$ cat config.mk
export PLATFORM = sky130hd
export DESIGN_NAME = adc_spi_capture
export DESIGN_NICKNAME = d
export VERILOG_FILES = /design/src/rtl/adc_capture_pkg.sv /design/src/rtl/spi_shift_engine.sv /design/src/rtl/adc_spi_capture.sv
export SDC_FILE = /design/constraint.sdc
export NUM_CORES = 1
export LEC_CHECK = 0
export CAP_MARGIN = 25
export CORE_MARGIN = 10
export CORE_UTILIZATION = 52
export CTS_CLUSTER_SIZE = 20
export DETAILED_ROUTE_END_ITERATION = 10
export PLACE_DENSITY = 0.89
export RECOVER_POWER = 100
export SLEW_MARGIN = 10
export SYNTH_ARGS = -nofsm -noshare
export SYNTH_HDL_FRONTEND = slang
export SYNTH_HIERARCHICAL = 1
export SYNTH_SLANG_ARGS = --single-unit
$ cat constraint.sdc
create_clock -name clk -period 5.7 [get_ports clk]
set_clock_uncertainty 0.2 [all_clocks]
set_input_delay 1.14 -clock clk [delete_from_list [all_inputs] [get_ports clk]]
set_output_delay 1.14 -clock clk [all_outputs]
set_load 0.02 [all_outputs]
$ cat src/rtl/adc_capture_pkg.sv
// Shared definitions for the round-robin ADC capture block: FSM encoding,
// channel count and the position of the channel field in the command word.
package adc_capture_pkg;

    typedef enum logic [2:0] {
        ST_IDLE  = 3'd0,
        ST_SETUP = 3'd1,
        ST_SHIFT = 3'd2,
        ST_HOLD  = 3'd3,
        ST_GAP   = 3'd4
    } state_e;

    localparam int NUM_CH = 4;
    localparam int CH_W   = 2;

    // Channel field sits at the top of the command word, counted down from its MSB.
    localparam int CMD_CH_MSB_OFS = 0;
    localparam int CMD_CH_LSB_OFS = CH_W - 1;

endpackage

$ cat src/rtl/spi_shift_engine.sv
// SPI mode-0 bit engine: divides clk into sclk, shifts the command out on mosi,
// captures miso on sclk rising transitions and flags the last cycle of a frame.
module spi_shift_engine #(
    parameter int SAMPLE_W = 16,
    parameter int CLK_DIV  = 4
) (
    input  logic                clk,
    input  logic                rst_n,
    input  logic                load,
    input  logic                run,
    input  logic [SAMPLE_W-1:0] cmd,
    input  logic                miso,
    output logic                sclk,
    output logic                mosi,
    output logic                done,
    output logic [SAMPLE_W-1:0] rx_data
);

    localparam int DIV_W  = $clog2(CLK_DIV) + 1;
    localparam int HALF_W = $clog2(2 * SAMPLE_W) + 1;

    logic [DIV_W-1:0]    div_q, div_d;
    logic [HALF_W-1:0]   half_q, half_d;
    logic                sclk_q, sclk_d;
    logic [SAMPLE_W-1:0] tx_q, tx_d;
    logic [SAMPLE_W-1:0] rx_q, rx_d;

    always_comb begin
        // NOTE: every _d starts from its _q (and done from 0) so no branch can infer a latch.
        div_d  = div_q;
        half_d = half_q;
        sclk_d = sclk_q;
        tx_d   = tx_q;
        rx_d   = rx_q;
        done   = 1'b0;
        if (load) begin
            div_d  = '0;
            half_d = '0;
            sclk_d = 1'b0;
            tx_d   = cmd;
        end else if (run) begin
            if (div_q == DIV_W'(CLK_DIV - 1)) begin
                div_d  = '0;
                sclk_d = ~sclk_q;
                half_d = half_q + HALF_W'(1);
                // Rising transition captures miso, falling transition advances mosi.
                if (!sclk_q) rx_d = {rx_q[SAMPLE_W-2:0], miso};
                else         tx_d = {tx_q[SAMPLE_W-2:0], 1'b0};
                done = (half_q == HALF_W'(2 * SAMPLE_W - 1));
            end else begin
                div_d = div_q + DIV_W'(1);
            end
        end
    end

    // NOTE: sequential state uses non-blocking assignments only, so every flop samples pre-edge values.
    always_ff @(posedge clk or negedge rst_n) begin
        if (!rst_n) begin
            div_q  <= '0;
            half_q <= '0;
            sclk_q <= 1'b0;
            tx_q   <= '0;
            rx_q   <= '0;
        end else begin
            div_q  <= div_d;
            half_q <= half_d;
            sclk_q <= sclk_d;
            tx_q   <= tx_d;
            rx_q   <= rx_d;
        end
    end

    assign sclk    = sclk_q;
    assign mosi    = tx_q[SAMPLE_W-1];
    assign rx_data = rx_q;

endmodule

$ cat src/rtl/adc_spi_capture.sv
// Round-robin 4-channel SPI ADC scanner feeding the averager's data_inN/dataN_en inputs.
// Define ADC_SIGN_EXTEND_EN for a two's-complement ADC; default zero-extends (offset binary).
module adc_spi_capture
    import adc_capture_pkg::*;
#(
    parameter int SAMPLE_W = 16,
    parameter int OUT_W    = 32,
    parameter int CLK_DIV  = 4,
    parameter int CONV_GAP = 8
) (
    input  logic             clk,
    input  logic             rst_n,
    input  logic             scan_en,
    output logic             adc_sclk,
    output logic             adc_cs_n,
    output logic             adc_mosi,
    input  logic             adc_miso,
    output logic [OUT_W-1:0] data_out0,
    output logic [OUT_W-1:0] data_out1,
    output logic [OUT_W-1:0] data_out2,
    output logic [OUT_W-1:0] data_out3,
    output logic             data0_en,
    output logic             data1_en,
    output logic             data2_en,
    output logic             data3_en,
    output logic             busy
);

    localparam int CNT_MAX = (CLK_DIV > CONV_GAP) ? CLK_DIV : CONV_GAP;
    localparam int CNT_W   = $clog2(CNT_MAX) + 1;

    state_e              state_q, state_d;
    logic [CNT_W-1:0]    cnt_q, cnt_d;
    logic [CH_W-1:0]     ch_q, ch_d;
    logic [OUT_W-1:0]    data_q [NUM_CH];
    logic [OUT_W-1:0]    data_d [NUM_CH];
    logic [NUM_CH-1:0]   en_q, en_d;

    logic                eng_load, eng_run, eng_done, eng_sclk, eng_mosi;
    logic [SAMPLE_W-1:0] cmd_word, rx_data;
    logic [OUT_W-1:0]    sample_wide;

    always_comb begin
        cmd_word = '0;
        cmd_word[SAMPLE_W-1-CMD_CH_MSB_OFS : SAMPLE_W-1-CMD_CH_LSB_OFS] = ch_q;
    end

`ifdef ADC_SIGN_EXTEND_EN
    assign sample_wide = OUT_W'($signed(rx_data));
`else
    assign sample_wide = OUT_W'(rx_data);
`endif

    spi_shift_engine #(
        .SAMPLE_W (SAMPLE_W),
        .CLK_DIV  (CLK_DIV)
    ) u_engine (
        .clk     (clk),
        .rst_n   (rst_n),
        .load    (eng_load),
        .run     (eng_run),
        .cmd     (cmd_word),
        .miso    (adc_miso),
        .sclk    (eng_sclk),
        .mosi    (eng_mosi),
        .done    (eng_done),
        .rx_data (rx_data)
    );

    always_ff @(posedge clk or negedge rst_n) begin
        if (!rst_n) begin
            state_q <= ST_IDLE;
            cnt_q   <= '0;
            ch_q    <= '0;
        end else begin
            state_q <= state_d;
            cnt_q   <= cnt_d;
            ch_q    <= ch_d;
        end
    end

    always_comb begin
        state_d = state_q;
        cnt_d   = cnt_q + CNT_W'(1);
        ch_d    = ch_q;
        unique case (state_q)
            ST_IDLE: begin
                cnt_d = '0;
                if (scan_en) state_d = ST_SETUP;
            end
            ST_SETUP: if (cnt_q == CNT_W'(CLK_DIV - 1)) begin
                state_d = ST_SHIFT;
                cnt_d   = '0;
            end
            ST_SHIFT: begin
                cnt_d = '0;
                if (eng_done) state_d = ST_HOLD;
            end
            ST_HOLD: if (cnt_q == CNT_W'(CLK_DIV - 1)) begin
                state_d = ST_GAP;
                cnt_d   = '0;
            end
            ST_GAP: if (cnt_q == CNT_W'(CONV_GAP - 1)) begin
                // scan_en only matters here, so toggles earlier in GAP are ignored.
                state_d = scan_en ? ST_SETUP : ST_IDLE;
                cnt_d   = '0;
                ch_d    = ch_q + CH_W'(1);
            end
            default: begin
                state_d = ST_IDLE;
                cnt_d   = '0;
            end
        endcase
    end

    always_comb begin
        busy     = (state_q != ST_IDLE);
        adc_cs_n = (state_q == ST_IDLE) || (state_q == ST_GAP);
        eng_load = (state_q == ST_SETUP);
        eng_run  = (state_q == ST_SHIFT);
        adc_sclk = eng_sclk;
        adc_mosi = eng_load ? cmd_word[SAMPLE_W-1] : eng_mosi;
    end

    always_comb begin
        data_d = data_q;
        en_d   = '0;
        if (eng_run && eng_done) begin
            data_d[ch_q] = sample_wide;
            en_d[ch_q]   = 1'b1;
        end
    end

    always_ff @(posedge clk or negedge rst_n) begin
        if (!rst_n) begin
            // NOTE: these words are architectural outputs that must read 0 after reset, so each one is reset.
            for (int i = 0; i < NUM_CH; i++) data_q[i] <= '0;
            en_q <= '0;
        end else begin
            data_q <= data_d;
            en_q   <= en_d;
        end
    end

    assign data_out0 = data_q[0];
    assign data_out1 = data_q[1];
    assign data_out2 = data_q[2];
    assign data_out3 = data_q[3];
    assign data0_en  = en_q[0];
    assign data1_en  = en_q[1];
    assign data2_en  = en_q[2];
    assign data3_en  = en_q[3];

endmodule

==> results of run 1 <==
==> flip-flops by register name, indices dropped and copies added, names as in the netlist <==
register / count
ch_q: 2
cnt_q: 4
data_out0: 16
data_out1: 16
data_out2: 16
data_out3: 16
en_q: 4
state_q: 3
u_engine/div_q: 3
u_engine/half_q: 6
u_engine/rx_data: 16
u_engine/sclk: 1
u_engine/tx_q: 16
==> routing by layer <==
| metal | vias to the layer above | track usage | part of all wire |
|---|---|---|---|
| met2 | 89 | 0.271 | 0.53 |
| li1 | 1431 | - | - |
| met3 | 10 | 0.0438 | 0.065 |
| met4 | 0 | 0.0437 | 0.0075 |
| met1 | 1614 | 0.170 | 0.40 |
| met5 | - | 0 | 0 |
==> through the flow <==
stage / cells / cell area, sq um / hold WS (ps) / power, mW
floorplan: 476 / 5860 / 232 / 1.41
global placement: 610 / 6190 / 242 / 1.44
detailed placement: 610 / 6190 / 257 / 1.47
CTS: 641 / 6780 / 265 / 2.54
global route: 641 / 6630 / 280 / 2.63
finish: 641 / 6630 / 262 / 2.51
==> Yosys cell counts, types with 2 or more instances <==
cell        n  area [sq um]
a211oi_1    3          22.5
mux2_4     28           420
a21oi_1     7          35.0
nand3_1     4          20.0
o31ai_1     2          15.0
ha_1        7          87.6
inv_1       8          30.0
mux2_2     84           946
nor4_1      2          12.5
and3b_1     2          17.5
xor2_1      2          17.5
or3_1       4          25.0
buf_6       5          56.3
nand2_1     4          15.0
dfrtp_1   119          2980
o21ai_0     2          10.0
buf_2       5          25.0
xnor2_1     3          26.3
buf_4      66           495
nand2_4     4          45.0
nor2b_1     5          31.3
nand2b_1    6          37.5
nor2_1      7          26.3
==> worst min-delay path by stage <==
stage | cells past startpoint | end | slack, ps
after floorplan | 1 | cnt_q[0] | 230
after global placement | 1 | cnt_q[0] | 240
after detailed placement | 1 | cnt_q[0] | 260
after CTS | 1 | cnt_q[0] | 260
after global routing | 1 | cnt_q[0] | 280
final | 1 | cnt_q[0] | 260
==> cell families (layout without fill, tap and decap cells) <==
kind of cell / count (synthesis) / in the layout / synth area share
AND/OR/NAND/NOR: 48 / 48 / 0.0568
AO/OA/AOI/OAI: 20 / 20 / 0.0258
XOR/XNOR: 5 / 5 / 0.00786
multiplexers: 112 / 112 / 0.245
flip-flops: 119 / 119 / 0.535
other: 1 / 78 / 0.000673
adder cells (fa/ha/maj): 7 / 7 / 0.0157
buffers and inverters: 87 / 116 / 0.113
==> cell type report <==
| cell class | count | area [sq um] |
|---|---|---|
| clock buffer | 17 | 414 |
| clock inverter | 14 | 174 |
| fill | 795 | 3740 |
| inverter | 8 | 30.0 |
| multi-input combinational | 270 | 2110 |
| sequential | 119 | 2980 |
| tap | 136 | 170 |
| timing repair buffer | 77 | 756 |
==> report_power, final <==
part / internal (mW) / leakage (nW) / switching, mW / total, mW
registers: 0.930 / 1.62 / 0.0632 / 0.993
clock network: 0.666 / 0.277 / 0.390 / 1.06
logic: 0.230 / 1.63 / 0.228 / 0.458
==> worst max-delay path: cells and delay by family (launching register included) <==
| kind | cells | cell delay (ps) |
|---|---|---|
| DFF | 1 | 550 |
| muxes | 1 | 440 |
| buffers and inverters | 2 | 1500 |
| and+or+nand+nor | 2 | 280 |
==> reports/metrics.csv, run 1 <==
metric;value;unit
outcome;finished, violations left;
failing checks;max-capacitance violations, max-slew violations;
WS Path Type;register to output port;
synthesized area;0.00557;sq mm
num ports;140;
Syn. warnings;6;
Peak Freq;216;MHz
clock transition at the registers of the reported paths;60;ps
required time worst endpoint;4360;ps
slew margin rel.;-1.44;
global-route wire length before repair;18.0;mm
total setup buffers inserted after CTS;0;
n_diodes;0;
ys flop type;dfrtp_1;
fin worst setup slack;1060;ps
Initial DRC Count;175;
worst vdd ir;0.299;mV
syn avg cell area;14.0;sq um
Post-synth EDFFs;0;
Yosys cell types;43;
Congestion Overflow GR;0;
die area;0.0152;sq mm
H-tree Lvls;4;
CTS Buf Count;17;
dpl hpwl;7.73;mm
Mapped Cells;399;
r2r setup slk;1960;ps
Root Driver;clkbuf_8;
Sink Count;119;
worst path cell trace;nand2b_1, nor2_2, clkbuf_1, mux2_2, clkdlybuf4s50_1;
final setup vio count;0;
vias per cell;4.90;
hold_buf cts;0;
Initial Utilization;0.537;
Pre-antenna DRT Iters;4;
All-Layer GR Usage;0.151;
pin count of the biggest net entering global routing;72;
post-route minimum period;4640;ps
final core utilization;0.639;
worst skew pair latency;510;ps
flops & latches, synth;119;
CTS Buffer Depth;2;
HP Start;cnt_q[0];
Register-to-Register Path Depth;7;
worst slew pin tran;3670;ps
vias in the first global route;3423;
crit path capture;adc_mosi;
Worst path max stage delay;950;ps
Buffers on Ports;75;
# DRC;0;
Worst setup EP type;output port;
Hold Vio Cnt, Final;0;
drt total wl;11.4;mm
Power Density;378;mW/mm^2
number of cells upsized or downsized after cts;0;
fin crit share;0.814;
area delta synth->final;19.0;%
commonest non-fill, non-tap cells in the layout;119 x dfrtp_1, 84 x mux2_2, 78 x conb_1, 71 x dlygate4sd3_1, 28 x mux2_1;
die width;123;um
Async S/R FF share, synth;1.00;
crit path launch;state_q[0];
Leak;3.52;nW
RSZ-0062 raised after global routing;false;
routed len/inst;17.7;um
post-route antenna net violation count;0;
core area;0.0104;sq mm
CTS tree;done;
share of layout cells above drive strength 1;0.238;
Slew Limit Fails;72;
CP Max Fanout;29;
Site Rows;37;
via count;3144;
commonest non-fill, non-tap cell in the layout;dfrtp_1;
share of the yosys chip area belonging to registers;0.535;
Total Neg Setup Slack;0;ps
FF-to-FF Start;state_q[0];
routability cong.;0.733;
worst reg2reg path endpoint;data_out3[1];
Post-Place Setup Slack;2310;ps
final net count;504;
CP Launch Type;register;
# Max-Cap Violations;1;
worst min path class;register to register;
slowest CP cell;clkbuf_1;
CP Data Arrival Time;3300;ps
Die Y;123;um
initial antenna violation count;0;
Note: power is estimated with default switching activity, not from simulation.
==> run 2, diff against run 1 <==
CORE_UTILIZATION = 50   (was 52)
PLACE_DENSITY = 0.86   (was 0.89)
clock period = 4.55 ns   (was 5.7 ns; I/O delays follow)
==> run 2 against run 1 <==
  * The run still ends with max-capacitance violations, max-slew violations left
  * Register-to-register slack got worse by 850 ps
  * Power increased by 19%
  * Core utilization decreased by 3.4 points
  * Sequential power increased by 25%
  * Critical path depth unchanged
  * Routed wire length increased by 0.22%
  * Combinational power increased by 25%
  * Count of clock-buffer cells in the layout increased by 7
  * Global-route usage decreased by 0.75 points
==> reports/metrics.csv, run 2 (synthesis gave the netlist of run 1 again) <==
metric;value;unit;change
outcome;finished, violations left;;
failing checks;max-capacitance violations, max-slew violations;;
total setup buffers inserted after CTS;0;;unchanged
slew margin rel.;-0.179;;+1.27
WHS;273;ps;+11.5 ps
Power Density;452;mW/mm^2;+19%
CTS Buffer Depth;2;;unchanged
Congestion Overflow GR;0;;unchanged
CP top delay family;buffers and inverters;;
Final Power;2.98;mW;+19%
clock transition at the registers of the reported paths;50;ps;about the same
Initial DRC Count;180;;+2.9%
worst vdd ir;0.229;mV;-23%
worst skew pair latency;510;ps;about the same
Site Rows;38;;+2.7%
# Max-Cap Violations;2;;+1
num ports;140;;unchanged
hold_buf cts;0;;unchanged
RSZ-0062 raised after global routing;false;;
die area;0.0158;sq mm;+3.3%
core area;0.0109;sq mm;+5.0%
Buffers on Ports;75;;unchanged
All-Layer GR Usage;0.143;;-0.00749
CTS Buf Count;17;;unchanged
Initial Utilization;0.511;;-0.0255
post-route minimum period;3950;ps;
Worst path max stage delay;580;ps;-370 ps
final net count;505;;+0.20%
Pre-antenna DRT Iters;5;;+1
worst min path class;register to register;;
required time worst endpoint;3440;ps;-920 ps
WS Path Type;register to output port;;
worst slew pin tran;1770;ps;-1900 ps
Total Neg Setup Slack;0;ps;unchanged
CP Data Arrival Time;2840;ps;-460 ps
Worst setup EP type;output port;;
area delta synth->final;18.4;%;
CP Max Fanout;29;;unchanged
worst path cell trace;nand2b_1, nor2_2, clkbuf_2, mux2_2, clkdlybuf4s50_1;;
slowest CP cell;clkdlybuf4s50_1;;
routability cong.;0.733;;unchanged
commonest non-fill, non-tap cell in the layout;dfrtp_1;;
dpl hpwl;8.00;mm;+3.5%
Peak Freq;253;MHz;
global-route wire length before repair;18.4;mm;+2.0%
die width;126;um;+1.7%
initial antenna violation count;0;;unchanged
crit path buf inv count;2;;unchanged
Root Driver;clkbuf_8;;
number of cells upsized or downsized after cts;0;;unchanged
via count;3187;;+1.4%
final core utilization;0.605;;-0.0337
non-filler cells, final;644;;+0.47%
vias per cell;4.95;;+0.90%
drt total wl;11.4;mm;+0.22%
Die Y;126;um;+1.7%
Sink Count;119;;unchanged
fin crit share;0.868;;
dpl cells;615;;+0.82%
share of layout cells above drive strength 1;0.236;;-0.00151
Slew Limit Fails;52;;-28%
n_diodes;0;;unchanged
vias in the first global route;3514;;+2.7%
CTS tree;done;;
commonest non-fill, non-tap cells in the layout;119 x dfrtp_1, 84 x mux2_2, 78 x conb_1, 71 x dlygate4sd3_1, 28 x mux2_1;;
final setup vio count;0;;unchanged
Hold Vio Cnt, Final;0;;unchanged
pin count of the biggest net entering global routing;60;;-17%
H-tree Lvls;4;;unchanged
post-route antenna net violation count;0;;unchanged
routed len/inst;17.7;um;-0.25%
CP Launch Type;register;;
# DRC;0;;unchanged
Leak;3.56;nW;+1.0%
[run 2: report_power, final]
group / internal [mW] / switching [mW]
Combinational: 0.287 / 0.287
Clock: 0.738 / 0.421
Sequential: 1.17 / 0.0792
Total: 2.19 / 0.787
[run 2: final timing paths]
kind,from,end,slack [ps],cells after the start
max,state_q[0],adc_mosi,600,5
min,cnt_q[0],cnt_q[0],270,1
max reg2reg,state_q[1],data_out0[14],1110,7
min reg2reg,cnt_q[0],cnt_q[0],270,1
max in group asynchronous,rst_n,u_engine/tx_q[5],1090,3
min in group asynchronous,rst_n,data_out2[6],670,1
[run 2: cell type report]
type	count	area (sq um)
tap	140	175
multi-input combinational	270	2140
clock buffer	24	460
inverter	8	30.0
sequential	119	2980
clock inverter	5	50.0
timing repair buffer	78	762
fill	853	4300
[run 2: metal layers]
layer,part of all wire,routed length [um],track usage
met4,0.0072,82,0.0386
met2,0.50,5730,0.243
met3,0.076,866,0.0608
met1,0.41,4710,0.161
met5,0,0,0
[run 2: through the flow]
step	setup slack [ps]	instance area, sq um
after CTS	763	6740
final	599	6590
after global placement	1350	6200
after global routing	412	6590
after floorplan	1550	5860
after detailed placement	1220	6230
==> run 3, diff against run 2 <==
CORE_MARGIN = 2   (was 10)
==> run 3 against run 2 <==
  * The run still ends with max-capacitance violations, max-slew violations left
  * Final area rose by 0.70%
  * Count of clock-buffer cells in the layout fell by 7
  * Sequential cell count did not move
  * Critical path depth did not move
  * Non-clock buffer count did not move
  * Via count rose by 0.63%
  * Critical path type unchanged
  * Worst hold slack got worse by 11 ps
  * Sequential power barely moved
==> reports/metrics.csv, run 3 (synthesis gave the netlist of run 1 again) <==
metric;value;unit;change
final net count;505;;unchanged
routability cong.;0.740;;+0.91%
dpl hpwl;6.63;mm;-17%
global-route wire length before repair;16.1;mm;-13%
# Max-Cap Violations;2;;unchanged
core area;0.0108;sq mm;-0.44%
Pre-antenna DRT Iters;4;;-1
die width;110;um;-13%
required time worst endpoint;3440;ps;about the same
commonest non-fill, non-tap cell in the layout;dfrtp_1;;
drt total wl;10.3;mm;-9.9%
worst vdd ir;0.349;mV;+52%
number of cells upsized or downsized after cts;0;;unchanged
Congestion Overflow GR;0;;unchanged
fin crit share;0.871;;+0.00234
Final Power;3.13;mW;+5.3%
worst slew pin tran;2240;ps;+476 ps
worst min path class;register to register;;
initial antenna violation count;0;;unchanged
Total Neg Setup Slack;0;ps;unchanged
CTS tree;done;;
hold_buf cts;0;;unchanged
CP Data Arrival Time;2850;ps;about the same
Root Driver;clkbuf_8;;
RSZ-0062 raised after global routing;false;;
post-route minimum period;3960;ps;+10.6 ps
num ports;140;;unchanged
Initial Utilization;0.514;;+0.00224
routed len/inst;15.9;um;-10%
All-Layer GR Usage;0.178;;+0.0347
Peak Freq;252;MHz;-0.27%
final setup vio count;0;;unchanged
post-route antenna net violation count;0;;unchanged
die area;0.0120;sq mm;-24%
Buffers on Ports;75;;unchanged
H-tree Lvls;4;;unchanged
Worst setup EP type;output port;;
via count;3207;;+0.63%
CTS Buffer Depth;2;;unchanged
Initial DRC Count;102;;-43%
area delta synth->final;19.2;%;
clock transition at the registers of the reported paths;60;ps;about the same
total setup buffers inserted after CTS;0;;unchanged
slew margin rel.;-0.496;;-0.317
Hold Vio Cnt, Final;0;;unchanged
share of layout cells above drive strength 1;0.239;;+0.00302
Power Density;472;mW/mm^2;+4.5%
vias per cell;4.96;;+0.32%
outcome;finished, violations left;;
CTS Buf Count;17;;unchanged
failing checks;max-capacitance violations, max-slew violations;;
# DRC;0;;unchanged
Slew Limit Fails;62;;+19%
pin count of the biggest net entering global routing;44;;-27%
vias in the first global route;3147;;-10%
CP Launch Type;register;;
Site Rows;38;;unchanged
Leak;3.53;nW;-0.69%
WS Path Type;register to output port;;
Sink Count;119;;unchanged
worst skew pair latency;510;ps;about the same
CP Max Fanout;29;;unchanged
commonest non-fill, non-tap cells in the layout;119 x dfrtp_1, 83 x mux2_2, 78 x conb_1, 71 x dlygate4sd3_1, 29 x mux2_1;;
Die Y;110;um;-13%
n_diodes;0;;unchanged
## run 3: cell count changes in the layout (fill, tap and decap cells not counted), sizes merged
cell and change:
clkbuf -6, inv +4, clkinvlp +3, bufinv +2, buf -1
## run 3: final cells by class
type / count / area [sq um]
Tap cell: 140 / 175
Sequential cell: 119 / 2980
Multi-Input combinational cell: 270 / 2110
Clock inverter: 14 / 175
Clock buffer: 17 / 414
Inverter: 8 / 30.0
Fill cell: 868 / 4200
Timing Repair Buffer: 78 / 759
## run 3: stage by stage
step	std cells	utilization	hold WS [ps]	worst slack, ps	cell area [sq um]
global route	646	0.612	283	412	6640
floorplan	476	-	232	1550	5860
finish	646	0.612	262	588	6640
global placement	615	0.573	244	1370	6210
CTS	646	0.627	183	780	6800
detailed placement	615	0.573	254	1150	6210
## run 3: power breakdown
part           switching (mW)  internal [mW]
Sequential             0.0798           1.16
Clock                   0.486          0.836
Combinational           0.281          0.286
Total                   0.847           2.29
## run 3: critical path: stages, from the launching register on
cell             delay [ps]
dfrtp_1                 480
nand2b_1                240
nor2_2                  140
clkbuf_2                520
mux2_2                  420
clkdlybuf4s50_1         540
## run 3: layer usage
metal  global-route usage  vias to the layer above  share of wire
met5                    0                        -              0
met2                0.303                      104           0.52
met4               0.0615                        0          0.013
met1                0.217                     1651           0.42
li1                     -                     1438              -
met3               0.0504                       14          0.052
## run 3: worst paths after layout
path	startpoint	end	slack, ps	cells past startpoint
worst max-delay path	state_q[2]	adc_mosi	590	5
worst min-delay path	cnt_q[0]	cnt_q[0]	260	1
worst max register to register	state_q[1]	data_out2[1]	810	7
min in group asynchronous	rst_n	data_out1[7]	870	1
worst min register to register	cnt_q[0]	cnt_q[0]	260	1
max in group asynchronous	rst_n	data_out1[15]	1300	2
==> RTL change 1 (settings of run 2) <==
`SAMPLE_W` is set to 16 in 2 places; all go to 32.
--- a/src/rtl/spi_shift_engine.sv
+++ b/src/rtl/spi_shift_engine.sv
@@ -2,5 +2,5 @@
 // captures miso on sclk rising transitions and flags the last cycle of a frame.
 module spi_shift_engine #(
-    parameter int SAMPLE_W = 16,
+    parameter int SAMPLE_W = 32,
     parameter int CLK_DIV  = 4
 ) (
--- a/src/rtl/adc_spi_capture.sv
+++ b/src/rtl/adc_spi_capture.sv
@@ -4,5 +4,5 @@
     import adc_capture_pkg::*;
 #(
-    parameter int SAMPLE_W = 16,
+    parameter int SAMPLE_W = 32,
     parameter int OUT_W    = 32,
     parameter int CLK_DIV  = 4,
Behaviour: same outputs for any inputs over 4 cycles, from zero or initial values and one cycle with rst_n low; that may be too few to reach the edited logic, so the function may still have changed.
==> RTL change 1 against run 2 <==
- the flow still finishes with violations (capacitance limit, slew limit)
- cell count rose by 56%
- count of clock-buffer cells in the layout increased by 3
- critical path depth rose by 3
- synthesized cell count rose by 50%
- final area grew 68%
- total power is 54% higher
- routed wire length is 63% higher
- via count increased by 62%
- core utilization up 3.4 points
- sequential cell count grew 97
- synthesized area up 58%
- worst setup slack improved by 0.15 ns
- sequential share of layout area is 3.7 points higher
- largest cell class unchanged
- highest routed layer unchanged
==> RTL change 1: results (changes against run 2) <==
| Metric | Value |
|---|---|
| Adder-cell share of the synthesized area | `0.996% (was 1.57%)` |
| Hold WS | `0.263 ns (was 0.273 ns)` |
| Tot GR Track Use | `15.5% (was 14.3%)` |
| Max FO, Critical Path | `33 (was 29)` |
| FF-to-FF End | `data_out2[24] (was data_out0[14])` |
| Non-clk buf share | `13.0% (was 11.6%)` |
| DR vias | `5177 (was 3187)` |
| R2R depth | `8 (was 7)` |
| Cells after synthesis | `597 (was 399)` |
| Violated checks | `capacitance limit, slew limit (unchanged)` |
| Die area | `23300 µm² (was 15800 µm²)` |
| Run status | `finished with violations (unchanged)` |
| Main area contributors after synthesis | `dfrtp_1 (61%), mux2_1 (11%), mux2_2 (5.8%), mux2_4 (5.1%), mux2i_1 (3.8%) (was dfrtp_1 (53%), mux2_2 (17%), buf_4 (8.9%), mux2_4 (7.5%), ha_1 (1.6%))` |
| Worst slew pin tran | `2.87 ns (was 1.77 ns)` |
| GPL Wtd Cong | `0.809 (was 0.733)` |
| Non-clock buffers | `148 (was 78)` |
| Pre-CTS setup slack | `0.841 ns (was 1.22 ns)` |
| M2 GR Usage | `26.3% (was 24.3%)` |
| Compound-gate portion of the synthesized area | `3.24% (was 2.58%)` |
| DR WL met2 | `9170 µm (was 5730 µm)` |
| Crit path max-delay family | `simple AND/OR/NAND/NOR gates (was buffers and inverters)` |
| Drt first-iter violations | `289 (was 180)` |
| H-tree depth | `1 (was 4)` |
| Mux share of post-synthesis cell area | `25.8% (was 24.5%)` |
| First-pass GRT wire length | `30300 µm (was 18400 µm)` |
| Reg2Reg Launch Point | `state_q[2] (was state_q[1])` |
| R2R setup slack | `0.75 ns (was 1.11 ns)` |
| Largest net degree at the start of global routing | `121 (was 60)` |
| Filler instances | `1265 (was 853)` |
| Vias in the first global route | `5527 (was 3514)` |
| Final #Nets | `778 (was 505)` |
| Clock Path Buffers | `3 (was 2)` |
| Yosys reg bits | `216 (was 119)` |
| Leakage | `6.15 nW (was 3.56 nW)` |
| Dpl hpwl | `12100 µm (was 8000 µm)` |
| Arrival time of the worst setup path | `3.96 ns (was 2.84 ns)` |
| Root Driver | `clkbuf_16 (was clkbuf_8)` |
| Share of cells above drive strength 1 | `12.1% (was 23.6%)` |
| Synth unique cells | `40 (was 43)` |
| Met1 usage | `19.4% (was 16.1%)` |
| Post-synthesis xor/xnor area fraction | `0.597% (was 0.786%)` |
| Max Cap Violations | `3 (was 2)` |
| Final Max Tran Viols | `212 (was 52)` |
| Routed wire length on met3 | `1110 µm (was 866 µm)` |
| Met3 Track Usage GR | `4.26% (was 6.08%)` |
| CTS Buf Count | `22 (was 17)` |
| DRT met1 WL | `8100 µm (was 4710 µm)` |
| Clock network area share | `7.07% (was 7.74%)` |
| Placed cells | `967 (was 615)` |
| Fraction of area in multi-input gates | `28.2% (was 32.4%)` |
| Register area | `5410 µm² (was 2980 µm²)` |
## RTL change 1: worst max-delay path by stage
stage	from	endpoint	slack, ns	depth (start not counted)
6_report	state_q[2]	data_out2[24]	0.75	8
5_1_grt	rst_n	data_out0[28]	0.36	2
4_1_cts	state_q[0]	adc_mosi	0.77	4
3_5_place_dp	state_q[2]	data_out2[17]	0.84	8
3_3_place_gp	state_q[2]	data_out1[12]	1.00	8
2_1_floorplan	state_q[2]	data_out0[10]	1.67	11
## RTL change 1: kinds of logic (layout without fill, tap and decap cells)
group / Yosys count / count (layout)
AOI/OAI and AO/OA: 53 / 53
xor gates and xnor gates: 6 / 6
adders and majority gates: 7 / 7
buffers and inverters: 39 / 193
DFF: 216 / 216
muxes: 195 / 195
other: 1 / 30
and+or+nand+nor: 80 / 80
## RTL change 1: power breakdown
part	internal, mW	switching, mW	total [mW]	leakage (nW)
combinational	0.179	0.301	0.480	2.81
clock	1.21	0.725	1.93	0.379
sequential	2.08	0.101	2.18	2.95
==> RTL change 2 (config.mk and constraints of run 2) <==
Without the edit above. Put a register stage on the output `data0_en`, with the module's reset. The value now appears one clock later. The other outputs are not delayed to match.
--- a/src/rtl/adc_spi_capture.sv
+++ b/src/rtl/adc_spi_capture.sv
@@ -147,5 +147,11 @@
     assign data_out2 = data_q[2];
     assign data_out3 = data_q[3];
-    assign data0_en  = en_q[0];
+    always_ff @(posedge clk or negedge rst_n) begin
+        if (!rst_n) begin
+            data0_en <= '0;
+        end else begin
+            data0_en <= en_q[0];
+        end
+    end
     assign data1_en  = en_q[1];
     assign data2_en  = en_q[2];
Check against the original RTL: no difference found for any inputs over 4 cycles, from zero or initial values and one cycle with rst_n low; that may be too few to reach the edited logic, so the function may still have changed.
==> RTL change 2 against run 2 <==
- sequential share of layout area is 0.79 points lower
- count of clock-buffer cells in the layout shrank 6
- final area grew 2.6%
- the flow still finishes with violations (capacitance limit, slew limit)
- synthesized area increased by 2.8%
- total power increased by 7.7%
- routed wire length is 0.32% higher
- die area grew 2.4%
- worst setup slack improved by 0.28 ns
- core utilization decreased by 0.78 points
- via count shrank 2.8%
- highest routed layer unchanged
- largest cell class unchanged
- sequential cell count grew 1
==> RTL change 2: results (changes against run 2) <==
| Metric | Value |
|---|---|
| Final #Nets | `506 (was 505)` |
| IO buf count | `75 (unchanged)` |
| Largest net degree at the start of global routing | `86 (was 60)` |
| Leakage | `3.57 nW (was 3.56 nW)` |
| H-tree depth | `4 (unchanged)` |
| Final Non-Filler Cells | `651 (was 644)` |
| Clock transition at path regs | `around 0.06 ns` |
| Peak supply drop | `0.237 mV (was 0.229 mV)` |
| Filler instances | `925 (was 853)` |
| Placed cells | `618 (was 615)` |
| CTS Buf Count | `17 (unchanged)` |
| Dpl hpwl | `7970 µm (was 8000 µm)` |
| GPL Wtd Cong | `0.780 (was 0.733)` |
| Synth unique cells | `47 (was 43)` |
| # Post-CTS Setup Buffers | `0 (unchanged)` |
| ANT cells | `0 (unchanged)` |
| Post_cts resized | `0 (unchanged)` |
| Clock Path Buffers | `2 (unchanged)` |
| HP Class | `flip-flop to flip-flop (unchanged)` |
| Mean number of vias per cell | `4.76 (was 4.95)` |
| Max Cap Violations | `2 (unchanged)` |
| Final Max Tran Viols | `87 (was 52)` |
| Hold_sp | `en_q[0] (was cnt_q[0])` |
| DRT Pass-1 Iters | `6 (was 5)` |
| Violated checks | `capacitance limit, slew limit (unchanged)` |
| Tot GR Track Use | `14.4% (was 14.3%)` |
| Initial antenna violation count | `0 (unchanged)` |
| Clk Latency, worst-skew pair | `0.41 ns (was 0.51 ns)` |
| Main synth FF type | `dfrtp_1 (unchanged)` |
| Vias in the first global route | `3417 (was 3514)` |
| Arrival time of the worst setup path | `3.75 ns (was 2.84 ns)` |
| DR WL/cell | `17.5 µm (was 17.7 µm)` |
| Run status | `finished with violations (unchanged)` |
| Crit path max-delay family | `simple AND/OR/NAND/NOR gates (was buffers and inverters)` |
| Ys Warns | `6 (unchanged)` |
| Master of the slowest instance on the critical path | `and4bb_1 (was clkdlybuf4s50_1)` |
| First-pass GRT wire length | `18900 µm (was 18400 µm)` |
| Area after DPL | `6330 µm² (was 6230 µm²)` |
| Async set-or-reset flop fraction in the synthesized netlist | `100% (unchanged)` |
| Worst slew pin tran | `1.60 ns (was 1.77 ns)` |
| Max FO, Critical Path | `28 (was 29)` |
| Syn avg cell area | `14.4 µm² (was 14.0 µm²)` |
| CP startpoint | `state_q[2] (was state_q[0])` |
| Pre-CTS setup slack | `1.35 ns (was 1.22 ns)` |
| Post-synth top cells | `dfrtp_1 (120), mux2_2 (66), buf_4 (65) (was dfrtp_1 (119), mux2_2 (84), buf_4 (66))` |
| Register area share after synthesis | `52.4% (was 53.5%)` |
| Share of cells above drive strength 1 | `21.1% (was 23.6%)` |
| Drt first-iter violations | `150 (was 180)` |
| Main area contributors after synthesis | `dfrtp_1 (52%), mux2_2 (13%), mux2_4 (12%), buf_4 (8.5%), ha_1 (1.5%) (was dfrtp_1 (53%), mux2_2 (17%), buf_4 (8.9%), mux2_4 (7.5%), ha_1 (1.6%))` |
| Largest stage delay on the critical path | `0.74 ns (was 0.58 ns)` |
| Root Driver | `clkbuf_16 (was clkbuf_8)` |
-- RTL change 2: cell count changes in the layout (fill, tap and decap cells not counted), sizes merged, moves of 2 or more --
| cell | before | now |
|---|---|---|
| nor2 | 7 | 5 |
| clkinvlp | 0 | 2 |
| a21oi | 8 | 10 |
| nand2b | 6 | 3 |
| o31ai | 2 | 0 |
| nor3b | 1 | 3 |
| bufinv | 1 | 4 |
| and2b | 0 | 2 |
| inv | 8 | 11 |
| nor2b | 5 | 2 |
| clkbuf | 27 | 23 |
-- RTL change 2: final cells by class --
cell class,count,area [µm²],share of cell area (%)
repair buffers,80,769,11.4
multi-input cells,268,2160,31.9
inverters,8,30.0,0.444
clock inverters,14,198,2.92
clock buffers,18,429,6.34
well taps,143,179,2.64
flip-flops and latches,120,3000,44.4
-- RTL change 2: power breakdown --
group          switching (mW)  total, mW  internal, mW
Sequential             0.0630       1.23          1.17
Combinational           0.282      0.565         0.283
Clock                   0.488       1.41         0.921
-- RTL change 2: per-layer routing --
metal | part of all wire (%) | GRT usage [%]
met4 | 0.25 | 4.02
met1 | 43 | 17.4
met3 | 5.7 | 5.54
met2 | 51 | 23.6
met5 | 0 | 0
-- RTL change 2: worst paths after layout --
check,to,slack [ns],depth (start not counted)
max in group asynchronous,data_out2[3],1.28,3
worst min register to register,data0_en,0.15,0
worst min-delay path,data0_en,0.15,0
worst max register to register,data_out3[8],0.88,7
min in group asynchronous,data_out0[11],0.42,1
worst max-delay path,data_out3[8],0.88,7
-- RTL change 2: cell families after synthesis --
logic type,count (synthesis),share of synthesized area (%)
multiplexers,113,25.2
buffers and inverters,86,11.7
AND/OR/NAND/NOR,42,5.51
other,1,0.0655
adder cells (fa/ha/maj),7,1.53
flip-flops,120,52.4
XOR/XNOR,6,0.918
AO/OA/AOI/OAI,22,2.64
